==> config.mk <==
export PLATFORM = sky130hd
export DESIGN_NAME = gpio_pwm
export DESIGN_NICKNAME = d
export VERILOG_FILES = /design/src/rtl/gpio_pwm.sv
export SDC_FILE = /design/constraint.sdc
export NUM_CORES = 1
export LEC_CHECK = 0
export ABC_AREA = 1
export ABC_CLOCK_PERIOD_IN_PS = 2300
export CORE_ASPECT_RATIO = 1.25
export CORE_UTILIZATION = 55
export CTS_CLUSTER_SIZE = 20
export DETAILED_ROUTE_END_ITERATION = 7
export PLACE_DENSITY = 0.83
export SYNTH_ARGS = -nofsm -noshare
export SYNTH_HDL_FRONTEND = slang
export SYNTH_SLANG_ARGS = --single-unit
==> constraint.sdc <==
create_clock -name clk -period 2.3 [get_ports clk]
set_input_delay 0.69 -clock clk [delete_from_list [all_inputs] [get_ports clk]]
set_output_delay 0.69 -clock clk [all_outputs]
set_load 0.05 [all_outputs]
==> src/rtl/gpio_pwm.sv <==
// gpio_pwm: four-channel PWM generator driven by a 32-bit GPIO output word.
// Each byte of gpio_in is a duty value (0 = always low, 255 = always high).
// One PWM step lasts DIV clocks; one period is 255 steps (cnt 0..254).
//
// Optional feature macro: PWM_SYNC_UPDATE_EN
//   defined   : duty registers reload only at the period boundary, so a duty
//               change never produces a truncated or stretched pulse.
//   undefined : duty registers follow gpio_in every clock.
module gpio_pwm #(
   parameter int unsigned DIV = 4
) (
   input  logic        clk,
   input  logic        resetn,
   input  logic [31:0] gpio_in,
   output logic [3:0]  pwm,
   output logic        period_start
);

   localparam int unsigned     PRE_W    = (DIV > 1) ? $clog2(DIV) : 1;
   localparam logic [PRE_W-1:0] PRE_LAST = PRE_W'(DIV - 1);
   localparam logic [7:0]       CNT_LAST = 8'd254;

   logic [PRE_W-1:0] pre;
   logic [7:0]       cnt;
   logic [7:0]       duty_q [4];
   logic             tick;
   logic             boundary;
   logic             load_duty;

   assign tick     = (pre == PRE_LAST);
   assign boundary = tick && (cnt == CNT_LAST);

`ifdef PWM_SYNC_UPDATE_EN
   assign load_duty = boundary;
`else
   assign load_duty = 1'b1;
`endif

   // prescaler: counts 0..DIV-1, tick on the last count
   always_ff @(posedge clk) begin
      if (!resetn) begin
         pre <= '0;
      end else if (tick) begin
         pre <= '0;
      end else begin
         pre <= pre + 1'b1;
      end
   end

   // step counter: 0..254, advances once per tick
   always_ff @(posedge clk) begin
      if (!resetn) begin
         cnt <= 8'd0;
      end else if (tick) begin
         if (cnt == CNT_LAST) begin
            cnt <= 8'd0;
         end else begin
            cnt <= cnt + 8'd1;
         end
      end
   end

   // duty registers: byte i of gpio_in feeds channel i
   always_ff @(posedge clk) begin
      if (!resetn) begin
         for (int i = 0; i < 4; i++) begin
            duty_q[i] <= 8'd0;
         end
      end else if (load_duty) begin
         for (int i = 0; i < 4; i++) begin
            duty_q[i] <= gpio_in[8*i +: 8];
         end
      end
   end

   // registered compare; all channels share cnt so they rise together at cnt 0
   always_ff @(posedge clk) begin
      if (!resetn) begin
         pwm <= 4'b0000;
      end else begin
         for (int i = 0; i < 4; i++) begin
            pwm[i] <= (cnt < duty_q[i]);
         end
      end
   end

   // one-clock marker aligned with the clock in which cnt reads 0
   always_ff @(posedge clk) begin
      if (!resetn) begin
         period_start <= 1'b0;
      end else begin
         period_start <= boundary;
      end
   end

endmodule

Word-level counts from Yosys, hierarchy flattened
Memories as Yosys holds them, arrays and structs flattened.
Index checks and enable logic that the tools add are counted.
Operators by class
  reduce and logical (&&, ||, !) cells: 2
  add/sub/neg operators: 2
  bitwise operators: 5
  magnitude comparators: 4
  muxes and demuxes: 8
  equal/unequal tests: 2
Operator list (number)
  2-to-1 mux 8 bit: 5
  < comparator 8 bit: 4
  adder 8 x 1 -> 8 bit (second input constant): 1
  == test 8 bit (second input constant): 1
  bitwise OR 1 bit: 4
  2-to-1 mux 1 bit: 3
  adder 2 x 1 -> 2 bit (second input constant): 1
  == test 2 bit (second input constant): 1
  OR reduction 2 bit: 1
  logical AND 1 bit: 1
  NOT 1 bit: 1
Storage, ports and cells
  bits in writable memories: 32
  memories: 1
  output and inout bits: 5
  word-level logic and storage cells: 28
  bits in registers: 15
Memory list
  duty_q: depth 4, width 8, read ports 4, clocked after memory_dff 0, write ports 4, line 25  | logic [7:0] duty_q [4];

Depth between registers and ports, before layout
  depth in word-level cells: 3
  mapped depth: 7
  mapped depth without buffers: 7

Least setup slack after synthesis
Ideal clock, no wire load.
  path type: register to output
  start point: register period_start
  end point: output period_start
  stages on the path, launching flop included: 1
  path slack: 1.023 ns
  path buffers: 0
  arrival: 0.587 ns
  cell sequence: dfxtp_1
RTL lines
  start: declaration: line 16  | output logic period_start
  start signal: assignment: line 92  | period_start <= boundary;
No word-level cell between the ends.

Worst setup path after layout
  start point: register pwm[1]
  end point: output pwm[1]
RTL lines
  start: declaration: line 15  | output logic [3:0] pwm,
  start signal: indexed assignment: line 82  | pwm[i] <= (cnt < duty_q[i]);
No word-level cell between the ends.

==> flow_metrics.tcl <==
set metrics [dict create \
    status "complete, no violations" \
    rows 25 \
    drive_above_1_share 0.0471 \
    yosys_warnings 0 \
    endpoint_kind "output port" \
    clockBufferDepth 2 \
    worstPathMaxFanout 1 \
    cpPeakStageDelay_ns 0.80 \
    startpoint "pwm[1]" \
    drcViolationCount 0 \
    dieArea_mm2 0.00435 \
    final_cell_count_no_fill 394 \
    finalHoldViolations 0 \
    post_cts_buffers 0 \
    gp_congestion 0.821 \
    die_x_um 59.2 \
    drt-met1-wl_um 1540 \
    rrSetupSlack_ns 0.88 \
    postRouteWirelength_um 3960 \
    crit_family "buffers and inverters" \
    ctsHoldBuffers 0 \
    globalRoute.totalOverflow 0 \
    total_power_mw 1.59 \
    drv_cap 0 \
    drt_iter0_markers 47 \
    post_cts_resized 0 \
    numPortBuffers 38 \
    finalCriticalPeriod_ns 2.10 \
    powerDensity_mw_per_mm2 570 \
    cp_slowest_cell "clkdlybuf4s50_1" \
    grt_use_total 0.215 \
    finalSetupTns_ns 0 \
    slew_headroom 0.667 \
    postSynthRegisterBits 47 \
    cp_cell_sequence "clkdlybuf4s50_1" \
    rr_endpoint "cnt[2]" \
    numCtsBuffers 5 \
    setup_ws_ns 0.200 \
    insertion_delay_ns 0.29 \
    grt_max_degree 41 \
    finalCritPeriodShare 0.913 \
    dpl.hpwl_um 3020 \
    vias_per_cell 4.61 \
    num_antenna_cells 0 \
    clock_skew_ns 0.00408 \
    critical_path.startpoint_type "flop" \
    clk_pin_slew_ns 0.08 \
    cts_tree "yes" \
    reg2reg_from "cnt[1]" \
    grt_pass1_vias 1744 \
    place_area_mm2 0.00269 \
    layout_commonest_cell "nand2_1" \
    yosysUniqueCellTypes 16 \
    syn_area_per_cell_um2 7.57 \
    place_inst 386 \
    start_util 0.584 \
    critPathRequiredTime_ns 1.61 \
    wl_per_cell_um 10.1 \
    via_count 1815 \
    hold_depth 1 \
    total_leakage_power_nw 1.57 \
    ios 39 \
    firstDrtPassIters 4 \
    synth_nets 362 \
    synth_area_mm2 0.00225 \
    h-tree-depth 2 \
    antenna_found_initial 0 \
    post-place-ws_ns 0.508 \
    die_y_um 73.5 \
    final_area_mm2 0.00279 \
    coreArea_mm2 0.00385 \
    wl_met2_um 2170 \
    fin_nets 404 \
    vdd_drop_max_mv 0.394 \
    mostFrequentLayoutCells "nand2_1 (83), inv_1 (79), dfxtp_1 (47)" \
    clock-root-buffer "clkbuf_8" \
    fillers 323 \
    crit_buf_inv 1 \
    max_freq_ghz 0.476 \
    hp-start "pre[0]" \
    yosysSeqAreaShare 0.418 \
    hold_path.class "flop to flop" \
    worst-setup-path-type "flop to output port" \
    cp.arrival_ns 1.41 \
    cts_sinks 47 \
    hold_end "pre[0]" \
    reg2reg_depth 6 \
    grt_pass1_wl_um 6890 \
    area_growth_pct 24.3 \
    rsz0062_at_grt "false" \
    slew_violations 0 \
    wl_met3_um 116 \
    top_layer "met4" \
    postRouteAntennaNets 0 \
    worstMarginPinSlew_ns 0.499 \
    setup_viol 0 \
    syn_inst 297 \
]
==> worst max path at each step <==
| stage | to | cells past startpoint |
|---|---|---|
| after floorplan | period_start | 0 |
| after global placement | pwm[2] | 1 |
| after detailed placement | cnt[2] | 4 |
| after CTS | pwm[1] | 1 |
| after global routing | pwm[1] | 1 |
| final | pwm[1] | 1 |
==> area by class of cell <==
| cell class | instances | area (µm²) | share of cell area |
|---|---|---|---|
| repair buffers | 39 | 400 | 0.143 |
| flip-flops and latches | 47 | 941 | 0.337 |
| clock buffers | 8 | 100 | 0.0358 |
| inverters | 79 | 297 | 0.106 |
| well taps | 54 | 67.6 | 0.0242 |
| multi-input cells | 167 | 988 | 0.354 |
==> kinds of logic (layout without fill, tap and decap cells) <==
group	Yosys count	in the layout	synth area share
DFF	47	47	0.418
buffers and inverters	83	126	0.142
adders and majority gates	31	31	0.173
xor gates and xnor gates	3	3	0.0117
and+or+nand+nor	115	115	0.211
AOI/OAI and AO/OA	18	18	0.0445
==> cells in the mapped netlist <==
cell type | number | share of area
nand2_2 | 4 | 0.011
inv_1 | 79 | 0.13
buf_2 | 3 | 0.0067
nand3_1 | 7 | 0.016
nor2_1 | 14 | 0.023
dfxtp_1 | 47 | 0.42
nor2_4 | 2 | 0.010
xnor2_1 | 1 | 0.0039
ha_1 | 31 | 0.17
a21oi_1 | 14 | 0.031
o21bai_1 | 4 | 0.013
nor2_2 | 2 | 0.0056
nand2_1 | 83 | 0.14
buf_4 | 1 | 0.0033
xor2_1 | 2 | 0.0078
nor3_1 | 3 | 0.0067
==> registers in the layout (all words and copies together), names as in the netlist <==
| register | count |
|---|---|
| cnt | 8 |
| duty_q | 32 |
| period_start | 1 |
| pre | 2 |
| pwm | 4 |
==> per-layer routing <==
| metal | global-route usage | up-vias |
|---|---|---|
| li1 | - | 954 |
| met1 | 0.209 | 804 |
| met2 | 0.409 | 43 |
| met3 | 0.0423 | 14 |
| met4 | 0.122 | 0 |
| met5 | 0 | - |
==> per-stage QoR <==
stage                util  hold WS [ns]
finish              0.726         0.431
detailed placement  0.700         0.426
global placement    0.700         0.406
global route        0.726         0.457
CTS                 0.726         0.437
floorplan               -         0.397
==> report_power, final <==
part	switching, mW	internal [mW]
Sequential	0.0121	0.854
Clock	0.250	0.274
Combinational	0.0993	0.103
Total	0.361	1.23
Power figures use the tool's default switching activity.
